--- src/rtl/regfile_write_arbiter_pkg.sv ---
// Shared constants for the register-file write arbiter: port geometry,
// the discarded zero register, scoreboard counter width and requester IDs.
package regfile_write_arbiter_pkg;
  localparam int RF_WIDTH    = 64;
  localparam int RF_ADDR     = 5;
  localparam int RF_ZERO_REG = 31;
  localparam int RF_CNT_W    = 2;

  localparam int REQ_ALU  = 0;
  localparam int REQ_LOAD = 1;
endpackage

--- src/rtl/pending_counter.sv ---
// Saturating up/down count of outstanding writes to one register.
// A simultaneous inc and dec cancel; dec at zero and inc at full are dropped.
module pending_counter
  import regfile_write_arbiter_pkg::*;
#(
  parameter int CNT_W = RF_CNT_W
) (
  input  logic clock,
  input  logic reset,
  input  logic inc,
  input  logic dec,
  output logic busy,
  output logic full
);
  logic [CNT_W-1:0] count;

  always_ff @(posedge clock) begin
    if (reset) begin
      count <= '0;
    end else if (inc && !dec && !full) begin
      count <= count + CNT_W'(1);
    end else if (dec && !inc && busy) begin
      count <= count - CNT_W'(1);
    end
  end

  assign busy = (count != '0);
  assign full = &count;
endmodule

--- src/rtl/regfile_write_arbiter.sv ---
// Round-robin arbiter for the single register-file write port, with a
// registered write stage and a per-register pending-write scoreboard.
module regfile_write_arbiter
  import regfile_write_arbiter_pkg::*;
#(
  parameter int WIDTH    = RF_WIDTH,
  parameter int ADDR     = RF_ADDR,
  parameter int ZERO_REG = RF_ZERO_REG,
  parameter int CNT_W    = RF_CNT_W
) (
  input  logic                   clock,
  input  logic                   reset,
  input  logic [1:0]             req_valid,
  output logic [1:0]             req_ready,
  input  logic [ADDR-1:0]        req_addr0,
  input  logic [ADDR-1:0]        req_addr1,
  input  logic [WIDTH-1:0]       req_data0,
  input  logic [WIDTH-1:0]       req_data1,
  input  logic                   rsv_valid,
  input  logic [ADDR-1:0]        rsv_addr,
  output logic                   rsv_ready,
  output logic [(1<<ADDR)-1:0]   busy,
  output logic                   rf_W,
  output logic [ADDR-1:0]        rf_DA,
  output logic [WIDTH-1:0]       rf_D
);
  localparam int NREG = 1 << ADDR;

  // Handshake: a transfer happens on a cycle where valid & ready are both 1;
  // valid must not depend on ready, and ready never depends on rf_* outputs.
  logic              last_grant;
  logic [1:0]        xfer;
  logic              xfer_any;
  logic              xfer_id;
  logic [ADDR-1:0]   sel_addr;
  logic [WIDTH-1:0]  sel_data;
  logic [NREG-1:0]   full;

  always_comb begin
    req_ready = 2'b00;
    if (!reset) begin
      if (req_valid[REQ_ALU] && req_valid[REQ_LOAD]) begin
        req_ready = (last_grant == 1'(REQ_LOAD)) ? 2'b01 : 2'b10;
      end else begin
        req_ready = req_valid;
      end
    end
  end

  assign xfer     = req_valid & req_ready;
  assign xfer_any = |xfer;
  assign xfer_id  = xfer[REQ_LOAD];
  assign sel_addr = xfer_id ? req_addr1 : req_addr0;
  assign sel_data = xfer_id ? req_data1 : req_data0;

  always_ff @(posedge clock) begin
    if (reset) begin
      rf_W       <= 1'b0;
      rf_DA      <= '0;
      rf_D       <= '0;
      last_grant <= 1'(REQ_LOAD);
    end else begin
      rf_W <= xfer_any && (sel_addr != ADDR'(ZERO_REG));
      if (xfer_any) begin
        rf_DA      <= sel_addr;
        rf_D       <= sel_data;
        last_grant <= xfer_id;
      end
    end
  end

  assign rsv_ready = (rsv_addr == ADDR'(ZERO_REG)) || !full[rsv_addr];

  // The commit decrement lands on the same edge the register file captures.
  for (genvar i = 0; i < NREG; i++) begin : g_cnt
    logic inc;
    logic dec;
    if (i == ZERO_REG) begin : g_zero
      assign inc = 1'b0;
      assign dec = 1'b0;
    end else begin : g_live
      assign inc = rsv_valid && rsv_ready && (rsv_addr == ADDR'(i));
      assign dec = rf_W && (rf_DA == ADDR'(i));
    end
    pending_counter #(.CNT_W(CNT_W)) u_cnt (
      .clock (clock),
      .reset (reset),
      .inc   (inc),
      .dec   (dec),
      .busy  (busy[i]),
      .full  (full[i])
    );
  end
endmodule

--- config.mk ---
export PLATFORM = sky130hd
export DESIGN_NAME = regfile_write_arbiter
export DESIGN_NICKNAME = d
export VERILOG_FILES = /design/src/rtl/regfile_write_arbiter_pkg.sv /design/src/rtl/pending_counter.sv /design/src/rtl/regfile_write_arbiter.sv
export SDC_FILE = /design/constraint.sdc
export NUM_CORES = 1
export LEC_CHECK = 0
export CAP_MARGIN = 40
export CORE_UTILIZATION = 42
export DETAILED_ROUTE_END_ITERATION = 6
export PLACE_DENSITY_LB_ADDON = 0.12
export SETUP_SLACK_MARGIN = 0.1
export SLEW_MARGIN = 20
export SYNTH_ARGS = -nofsm -noshare
export SYNTH_HDL_FRONTEND = slang
export SYNTH_SLANG_ARGS = --single-unit
--- constraint.sdc ---
create_clock -name clock -period 3.62 [get_ports clock]
set_input_delay 1.086 -clock clock [delete_from_list [all_inputs] [get_ports clock]]
set_output_delay 1.086 -clock clock [all_outputs]
set_load 0.005 [all_outputs]
# [Word-level counts from Yosys, hierarchy flattened]
# Index checks and enable logic that the tools add are counted.
[op_classes] addsub=62 multipliers=0 div_mod_pow=0 n_lt_le_gt_ge=1 n_eq_ne=62 shift=0 muxes=69 bitwise=1 n_reduce_logical=380
[ops] operator="1-bit logical AND" n=189
[ops] operator="5-bit == test (second input constant)" n=31
[ops] operator="2-bit two-way mux" n=65
[ops] operator="2-bit nonzero test" n=62
[ops] operator="1-bit logical NOT" n=94
[ops] operator="5-bit by 4-bit == test with 1-bit output (second input constant)" n=16
[ops] operator="64-bit two-way mux" n=1
[ops] operator="2-bit by 1-bit adder with 2-bit output (second input constant)" n=31
[ops] operator="2-bit AND reduction" n=31
[ops] operator="2-bit by 1-bit subtractor with 2-bit output (second input constant)" n=31
[ops] operator="5-bit by 3-bit == test with 1-bit output (second input constant)" n=8
[ops] operator="5-bit by 2-bit == test with 1-bit output (second input constant)" n=4
[ops] operator="5-bit by 1-bit == test with 1-bit output (second input constant)" n=2
[ops] operator="5-bit logical NOT" n=2
[ops] operator="5-bit by 6-bit less-than comparator with 1-bit output (second input constant)" n=1
[ops] operator="1-bit binary-select mux with 5-bit select" n=1
[ops] operator="5-bit two-way mux" n=1
[ops] operator="5-bit inequality test (second input constant)" n=1
[ops] operator="2-bit bitwise AND" n=1
[ops] operator="2-bit OR reduction" n=1
[ops] operator="1-bit logical OR" n=1
[ops] operator="1-bit two-way mux" n=1
[totals] register_bits=133 latchBits=0 mem_bits_rw=0 rom_bits=0 input_bits=148 out_inout_bits=105 word_cells=610 n_memories=0

# [Logic depth before layout (Yosys ltp)]
[depth] depth_word=12 ltp_mapped=10 ltp_nobuf=7

# [Hierarchy]
# Synthesis repeated with hierarchy kept, for this count alone.
[hier_totals] cells_unflattened=922 hier_area_um2=8075.2
[modules_own_cells] mod="regfile_write_arbiter" instances=1 cells_per_inst=474 area_each_um2=4111.4 seq_area_each_um2=1421.4
[modules_own_cells] mod="pending_counter" instances=32 cells_per_inst=14 area_each_um2=123.9 seq_area_each_um2=40.0

# [Worst setup path before layout]
# OpenSTA, ideal clock, no wires.
[synth_timing] path_type="input to output" from="input port rsv_addr[1]" to="output port rsv_ready" t_arrival_ns=2.605 required_ns=2.534 slack_ns=-0.071 stages=7 n_path_buf=2 path_cell_list="buf_2 > nand2_1 > a21oi_1 > or4_4 > a311oi_4 > buf_4 > a31oi_1"
[synth_between] elab_chain_cells=4 elab_cells_between_ends=5 classes_between="1 x eq/ne; 2 x mux; 2 x reduce/logical"
[synth_lines] element="from (decl)" line="regfile_write_arbiter.sv:20" source="input logic [ADDR-1:0] rsv_addr,"
[synth_lines] element="1-bit binary-select mux with 5-bit select" line="regfile_write_arbiter.sv:72" source="assign rsv_ready = (rsv_addr == ADDR'(ZERO_REG)) || !full[rsv_addr];"
[synth_lines] element="1-bit two-way mux (implied by the code)" line="regfile_write_arbiter.sv:72"
[synth_lines] element="1-bit logical NOT" line="regfile_write_arbiter.sv:72"
[synth_lines] element="1-bit logical OR *" line="regfile_write_arbiter.sv:72"
[synth_lines] element="to (decl)" line="regfile_write_arbiter.sv:21" source="output logic rsv_ready,"
# Mark *: on every way between the ends. The rest lies on a longest branch, timed or not. The select of a mux whose other input is x is not followed.

# [Worst setup path after layout]
# Same ends and word-level chain as after synthesis.

==> flow_summary.ini <==
[run_status]
status = finished clean

[global_routing]
grt_antenna_before_repair = 0
grt_pass1_wl_mm = 39.5
grt_start_max_net_pins = 70
grt_usage_pct = 28.5
grt_overflow = 0
grt_pass1_vias = 7271

[route]
vias_per_cell = 5.51
drt_pass1_iterations = 5
wl_per_cell_um = 18.0
wl_mm = 25.0
vias = 7652
drc = 0
postRouteAntennaNets = 0
drtIter0Drc = 472

[power]
max-vdd-ir-drop_mv = 0.351
p_per_area_mw_per_mm2 = 370
power_w = 0.00403
p_leak_nw = 4.33

[yosys]
ys_seq_area_share_pct = 36.3
synth_area_leader_cell = dfxtp_1
synthArstFlopShare_pct = 0
synthMuxAreaShare_pct = 9.22
ys_ff_latch = 133
synth_fa_ha_area_share_pct = 0
yosys-top-cells-area = dfxtp_1 36%, mux2i_1 8.6%, o21ai_0 6.6%, nand3_1 5.5%, nand2_1 4.0%
synth_nets = 1062
ys_types = 64
synth_top_family_by_area = simple AND/OR/NAND/NOR gates
synth.top_cell.area_share_pct = 36.3
ys_warn_count = 0
synthXorXnorAreaFrac_pct = 0.119
synth_cells = 914
syn-mean-instance-area_um2 = 8.02
synth_ff_type = dfxtp_1
synth_compound_area_share_pct = 22.7
yosys.area_share.simple_pct = 24.5
netlist_area_mm2 = 0.00733
synth-edff-count = 0

[clock_tree]
cts_root_buf = clkbuf_16
cts.htree.levels = 4
clk_pin_slew_ps = 60
cts_tree = built
clock_path_buffers = 2
cts_buffers = 17
worstSkewPairLatency_ps = 430
clkSinkCount = 133

[sta]
tightestPinTransition_ps = 775
hold_violations = 0
fmax_ghz = 0.284
setup_viol = 0
clock_skew_ps = 10.1
holdWs_ps = 468
final.min_clock_period_ps = 3520
period_share_pct = 97.3
relSlewSlack_pct = 48.4
maxSlewViolCount = 0
rsz0062_at_grt = yes

[floorplanning]
design.core.area_mm2 = 0.0168
die_area_mm2 = 0.0180
start_util_pct = 43.6
fp.dieH_um = 134
rows = 47
die_w_um = 134
io-pin-count = 253

[setup_path]
crit_family = simple AND/OR/NAND/NOR gates
slowest_stage = or4_4
worst_path_largest_cell_delay_ps = 510
setup.worst_path.end_class = output port
cp-start-kind = primary input
arrival_ps = 2440
path_class = primary input to output port
worst-path-buf-inv = 3
path_max_fanout = 7
required_ps = 2530
path_cells = buf_12 > buf_8 > nand2_4 > a21oi_2 > or4_4 > a311oi_4 > a31oi_1 > buf_2

[layout]
drive_gt1_share_pct = 13.3
antennaDiodeCount = 0
mostFrequentLayoutCells = 244 x clkdlybuf4s50_1, 133 x dfxtp_1, 96 x o21ai_0
ff_latch_area_mm2 = 0.00266
syn_to_final_growth_pct = 48.4
fin_cells = 1390
multiInputGateArea_mm2 = 0.00428
fillers = 1481
final_common_cell = clkdlybuf4s50_1
layout.nets = 1305

[hold_path]
worst_hold_path_type = register to register

[place]
portBuffers = 251
dp_cells = 1353
place_congestion = 0.947
hpwlAfterDp_mm = 18.7

[flow_run]
drv_cap = 0
==> layer usage <==
layer / share of wire [%] / global-route usage (%)
met1: 44 / 36.0
met5: 0 / 0
met4: 2.5 / 10.8
met3: 5.9 / 7.14
met2: 48 / 46.7
==> final cells by class <==
cell class	count	share of cell area, %
tap	220	2.53
clock inverter	12	1.43
sequential	133	24.5
inverter	12	0.414
clock buffer	20	4.10
multi-input combinational	680	39.3
timing repair buffer	313	27.8
==> final timing paths <==
kind              depth (start not counted)  slack [ps]                  endpoint                      from
setup / recovery                          8         100                 rsv_ready               rsv_addr[1]
hold / removal                            2         470                  rf_D[13]                  rf_D[13]
setup reg to reg                         10        1060  g_cnt[27].u_cnt.count[0]  g_cnt[20].u_cnt.count[1]
hold reg to reg                           2         470                  rf_D[13]                  rf_D[13]
==> cell families (layout without fill, tap and decap cells) <==
kind of cell    after synthesis  after routing
compound gates              262            262
xor+xnor                      1              1
buf+inv                     101            357
flops                       133            133
mux                          65             65
other cells                   1              1
simple gates                351            351
==> synthesized netlist by cell type (all sizes together) (7+ instances only) <==
master	n
buf	44
o21a	11
nor3	27
dfxtp	133
o31ai	12
inv	11
and2	7
mux2i	63
nand2b	31
a31oi	10
nor4	8
clkbuf	45
nand2	79
nor2	42
nand3	81
or2	31
a311oi	10
nor2b	8
a21oi	49
o21ai	98
a211oi	28
and3	19
==> through the flow <==
step	utilization, %	cell area, µm²	worst slack, ps	TNS, ps
after floorplan	-	7350	-14.1	-14.1
after global placement	60.0	10100	-783	-5350
after detailed placement	60.2	10100	-762	-4960
after CTS	64.3	10800	101	0
after global routing	64.7	10900	64.9	0
final	64.7	10900	96.2	0
==> state kept, by name, indices dropped and copies added (netlist names) <==
signal	cells
rf_W	1
last_grant	1
g_cnt.u_cnt.count	62
rf_DA	5
rf_D	64
==> report_power, final <==
group          total [W]  internal, W  switching [W]
clock network    0.00177      0.00110       0.000670
registers        0.00157      0.00153      0.0000394
logic           0.000690     0.000384       0.000306
==> worst min-delay path: stages, from the launching register on <==
cell and delay (ps):
dfxtp_1 320, nand3_1 60, o21ai_0 60
==> timing repair <==
action                                  4_1_cts  5_1_grt
pin swaps                                     5        5
gates cloned                                  1        0
resized for setup                            36       14
hold endpoints to repair                      0        0
endpoints found under the setup margin        1        2
hold buffers                                  0        0
setup buffers                                 3        1
Power figures use the tool's default switching activity.
